**src/rtl/sram_array_ctrl.sv**
```systemverilog
// Sequencer for a row-addressed mixed-signal SRAM array: precharge/data-setup phase,
// one-hot wordline pulse and sense-amp strobe, one request at a time over ready/req.
module sram_array_ctrl #(
   parameter int unsigned ROWS       = 4,
   parameter int unsigned COLS       = 4,
   parameter int unsigned ADDR_W     = (ROWS > 1) ? $clog2(ROWS) : 1,
   parameter int unsigned PRE_CYCLES = 1,
   parameter int unsigned WL_CYCLES  = 2
) (
   input  logic              clk,
   input  logic              rst,
   input  logic              req,
   input  logic              we,
   input  logic [ADDR_W-1:0] addr,
   input  logic [COLS-1:0]   wdata,
   output logic              ready,
   output logic              rvalid,
   output logic [COLS-1:0]   rdata,
   output logic              err,
   output logic [ROWS-1:0]   row_wr,
   output logic [ROWS-1:0]   row_rd,
   output logic [COLS-1:0]   data_in,
   output logic              precharge,
   output logic              sa_en,
   input  logic [COLS-1:0]   sa_out
);

   localparam int unsigned MAX_CYC = (PRE_CYCLES > WL_CYCLES) ? PRE_CYCLES : WL_CYCLES;
   localparam int unsigned CNT_W   = (MAX_CYC > 1) ? $clog2(MAX_CYC) : 1;
   localparam logic [CNT_W-1:0] PRE_LOAD = CNT_W'(PRE_CYCLES - 1);
   localparam logic [CNT_W-1:0] WL_LOAD  = CNT_W'(WL_CYCLES - 1);

   typedef enum logic [2:0] {
      StIdle,
      StPre,
      StWlWr,
      StWlRd,
      StRecover
   } state_e;

   state_e            state_q, state_d;
   logic [CNT_W-1:0]  cnt_q, cnt_d;
   logic              ready_q;
   logic              we_q;
   logic [ADDR_W-1:0] addr_q;
   logic              oor_q;
   logic [COLS-1:0]   data_in_q;
   logic [COLS-1:0]   rdata_q;
   logic [ROWS-1:0]   row_sel;
   logic              accept;
   logic              addr_oor;

   assign accept   = req & ready_q & (state_q == StIdle);
   assign addr_oor = (32'(addr) >= ROWS);

   // State register
   always_ff @(posedge clk or posedge rst) begin
      if (rst) begin
         state_q <= StIdle;
         cnt_q   <= '0;
      end else begin
         state_q <= state_d;
         cnt_q   <= cnt_d;
      end
   end

   // Next-state logic; the counter times both the PRE and wordline phases
   always_comb begin
      state_d = state_q;
      cnt_d   = cnt_q;
      unique case (state_q)
         StIdle: begin
            if (accept) begin
               state_d = StPre;
               cnt_d   = PRE_LOAD;
            end
         end
         StPre: begin
            if (cnt_q == '0) begin
               state_d = we_q ? StWlWr : StWlRd;
               cnt_d   = WL_LOAD;
            end else begin
               cnt_d = cnt_q - 1'b1;
            end
         end
         StWlWr, StWlRd: begin
            if (cnt_q == '0) begin
               state_d = StRecover;
            end else begin
               cnt_d = cnt_q - 1'b1;
            end
         end
         StRecover: begin
            state_d = StIdle;
         end
         default: begin
            state_d = StIdle;
            cnt_d   = '0;
         end
      endcase
   end

   // Request latches and data registers
   always_ff @(posedge clk or posedge rst) begin
      if (rst) begin
         ready_q   <= 1'b0;
         we_q      <= 1'b0;
         addr_q    <= '0;
         oor_q     <= 1'b0;
         data_in_q <= '0;
         rdata_q   <= '0;
      end else begin
         // Registered so ready stays low throughout reset and never follows req directly
         ready_q <= (state_d == StIdle);
         if (accept) begin
            we_q   <= we;
            addr_q <= addr;
            oor_q  <= addr_oor;
            if (we) begin
               data_in_q <= wdata;
            end
         end
         if ((state_q == StWlRd) && (cnt_q == '0)) begin
            rdata_q <= oor_q ? '0 : sa_out;
         end
      end
   end

   // One-hot row decode; an out-of-range address selects no row at all
   always_comb begin
      row_sel = '0;
      for (int unsigned i = 0; i < ROWS; i++) begin
         row_sel[i] = !oor_q && (addr_q == ADDR_W'(i));
      end
   end

   // Outputs decoded from registered state only
   always_comb begin
      row_wr    = '0;
      row_rd    = '0;
      precharge = 1'b0;
      sa_en     = 1'b0;
      rvalid    = 1'b0;
      err       = 1'b0;
      unique case (state_q)
         StPre: begin
            precharge = ~we_q;
         end
         StWlWr: begin
            row_wr = row_sel;
         end
         StWlRd: begin
            row_rd = row_sel;
            sa_en  = (cnt_q == '0);
         end
         StRecover: begin
            rvalid = ~we_q;
            err    = oor_q;
         end
         default: begin
         end
      endcase
   end

   assign ready   = ready_q;
   assign data_in = data_in_q;
   assign rdata   = rdata_q;

endmodule

```
**config.mk**
```make
export PLATFORM = sky130hd
export DESIGN_NAME = sram_array_ctrl
export DESIGN_NICKNAME = d
export VERILOG_FILES = /design/src/rtl/sram_array_ctrl.sv
export SDC_FILE = /design/constraint.sdc
export NUM_CORES = 1
export LEC_CHECK = 0
export CAP_MARGIN = 25
export CORE_MARGIN = 5
export CORE_UTILIZATION = 44
export CTS_BUF_LIST = sky130_fd_sc_hd__clkbuf_8
export DETAILED_ROUTE_END_ITERATION = 12
export GPL_ROUTABILITY_DRIVEN = 1
export PLACE_DENSITY = 0.89
export SYNTH_ARGS = -nofsm -noshare
export SYNTH_HDL_FRONTEND = slang
export SYNTH_SLANG_ARGS = --single-unit
export TNS_END_PERCENT = 5
```
**constraint.sdc**
```tcl
create_clock -name clk -period 4.1 [get_ports clk]
set_clock_uncertainty 0.2 [all_clocks]
set_input_delay 0.615 -clock clk [delete_from_list [all_inputs] [get_ports clk]]
set_output_delay 0.615 -clock clk [all_outputs]
set_load 0.01 [all_outputs]
```
==> results.json <==
{
  "cts_hold_buf": 0,
  "start_util_pct": 47.5,
  "globalRouteOverflowTotal": 0,
  "slew_violations": 0,
  "critPathCaptureType": "output port",
  "synth_seq_area_share_pct": 54.1,
  "synth_top_area_share_pct": 54.1,
  "cts_resized": 0,
  "rr_worst_depth": 3,
  "via_count": 587,
  "design.portCount": 35,
  "place_area_um2": 1080,
  "irDropWorstVdd_mv": 0.416,
  "wl_um": 1760,
  "cts_max_level": 1,
  "synthTopCellsByCount": "16 x dfrtp_1, 11 x nor2_1, 10 x mux2_2",
  "postSynthAreaPerCell_um2": 11.6,
  "worstSkewPairLatency_ps": 250,
  "synth_warnings": 0,
  "die_h_um": 51.0,
  "clkTransAtPathRegs_ps": 60,
  "hp-class": "flop to flop",
  "rows": 14,
  "rsz0062_at_grt": "false",
  "first_global_vias": 632,
  "cts_root_buffer": "clkbuf_8",
  "vias_per_cell": 5.10,
  "finalWorstSetupSlack_ps": 1260,
  "track_usage_pct": 14.9,
  "post-cts-setup-buffer-count": 0,
  "die_x_um": 51.0,
  "grt_max_degree": 17,
  "layout_min_cycle_time_ps": 2840,
  "intPower_mw": 0.528,
  "p_switching_mw": 0.264,
  "syn_area_um2": 741,
  "seqPwrFrac_pct": 38.7,
  "cts_buffer_depth": 2,
  "cp-endpoint": "row_wr[0]",
  "syn-num-nets": 78,
  "drt_pass1_iterations": 1,
  "synth_seq_cells": 16,
  "nets": 114,
  "cts_sinks": 16,
  "ys.flop_type": "dfrtp_1",
  "clkPwrFrac_pct": 17.7,
  "core-area_um2": 1560,
  "drive_gt1_share_pct": 18.2,
  "critPathArrivalTime_ps": 2030,
  "n_antenna_cell": 0,
  "synth_most_common_cell": "dfrtp_1",
  "fin_tns_setup_ps": 0,
  "antenna_found_initial": 0,
  "gr-usage-met3_pct": 3.20,
  "p_sw_share_pct": 33.3,
  "grt_pass1_wl_um": 2930,
  "pre_cts_slack_ps": 1550,
  "cts-buffers-inserted": 3,
  "synth_area_leader_cell": "dfrtp_1",
  "hpwl_um": 1350,
  "slew_headroom_pct": 60.6,
  "reg2reg_from": "state_q[2]",
  "worstPathRequired_ps": 3280,
  "max_cap_viol_count": 0,
  "dpl.cell_count": 111,
  "fin_area_um2": 1130,
  "timing.fmax_ghz": 0.352,
  "busiest_layer": "met2",
  "power.density_nw_per_um2": 700,
  "power_leakage_nw": 0.463,
  "crit_start": "state_q[1]",
  "syn_inst": 64,
  "die_area_um2": 2600,
  "portBuffers": 33,
  "ys_types": 22,
  "grt_util_met1_pct": 18.2,
  "holdWs_ps": 304,
  "drc": 0,
  "path_max_fanout": 11,
  "grtUsageMet2_pct": 25.3,
  "post-route-period-util_pct": 69.3,
  "setup_viol": 0,
  "final_hold_viol_count": 0,
  "first_iter_violations": 0,
  "drtAntennaViolNets": 0,
  "wl_per_cell_um": 15.3,
  "status": "finished, final reports clean",
  "synth_edf_count": 0,
  "cts_tree": "built",
  "async_reset_ff_share_pct": 100,
  "area_growth_pct": 52.7,
  "r2r_setup_slack_ps": 2450,
  "routabilityCongestion": 0.831,
  "critical_path_class": "flop to output port",
  "tightest_slew_ps": 590,
  "reg2reg_to": "rdata[2]",
  "ys_top_cells_by_area": "dfrtp_1 54%, mux2_2 15%, nor2_1 5.6%",
  "instances_no_fill": 115,
  "cp-start-kind": "flop",
  "comb_power_share_pct": 43.5
}
## cells by family (layout without fill, tap and decap cells)
group	count (synthesis)	in the layout	share of synthesized area, %
AOI/OAI and AO/OA	5	5	4.90
other	1	1	0.506
muxes	10	10	15.2
DFF	16	16	54.1
and+or+nand+nor	29	29	22.8
buffers and inverters	3	38	2.53
## state kept, by name, summed over array words and instances, names as in the netlist
name     cells
ready        1
we_q         1
state_q      3
rdata        4
addr_q       2
data_in      4
cnt_q        1
## stage by stage
stage               util, %  power [mW]
detailed placement     69.0       0.652
CTS                    72.6       0.801
global placement       69.0       0.637
finish                 72.6       0.792
global route           72.6       0.849
floorplan                 -       0.483
## power groups by stage
stage	Combinational, mW	Sequential (mW)	Clock (mW)
final	0.345	0.307	0.140
after global routing	0.375	0.321	0.153
after detailed placement	0.343	0.309	0
after floorplan	0.171	0.312	0
after global placement	0.336	0.301	0
after CTS	0.350	0.307	0.144
## metal layers
| metal | vias up | wire (um) | part of all wire, % |
|---|---|---|---|
| li1 | 287 | - | - |
| met1 | 282 | 740 | 42 |
| met2 | 15 | 927 | 53 |
| met3 | 3 | 69 | 3.9 |
| met4 | 0 | 23 | 1.3 |
| met5 | - | 0 | 0 |
## final cells by class
cell class                      count  area, um^2
Fill cell                         111         428
Multi-Input combinational cell     45         322
Tap cell                           16        20.0
Clock buffer                        4        55.1
Inverter                            1        3.75
Timing Repair Buffer               33         330
Sequential cell                    16         400
## worst min-delay path by stage
stage | startpoint | endpoint | slack [ps] | cells past startpoint
floorplan | state_q[2] | state_q[1] | 290 | 1
detailed placement | rdata[2] | rdata[2] | 300 | 1
global placement | data_in[3] | data_in[3] | 290 | 1
global route | data_in[0] | data_in[0] | 330 | 1
CTS | rdata[3] | rdata[3] | 310 | 1
finish | rdata[2] | rdata[2] | 300 | 1
## layout by cell type (no fill, tap or decap), drive strengths merged
master         synthesis  final
nand3                  1      1
or3b                   1      1
nand2                  4      4
clkdlybuf4s50          0     33
conb                   1      1
nor2                  11     11
nand2b                 4      4
nor4b                  1      1
nand3b                 1      1
nor3                   3      3
and3b                  1      1
dfrtp                 16     16
a21bo                  1      1
clkbuf                 0      4
inv                    1      1
o21a                   1      1
o21ai                  1      1
mux2                  10     10
nor3b                  2      2
a21oi                  1      1
o22a                   1      1
## worst max-delay path, stage by stage (launching register included)
cell	delay, ps
dfrtp_1	510
or3b_2	530
nor3_1	160
clkdlybuf4s50_1	570
(Power assumes the default switching activity.)
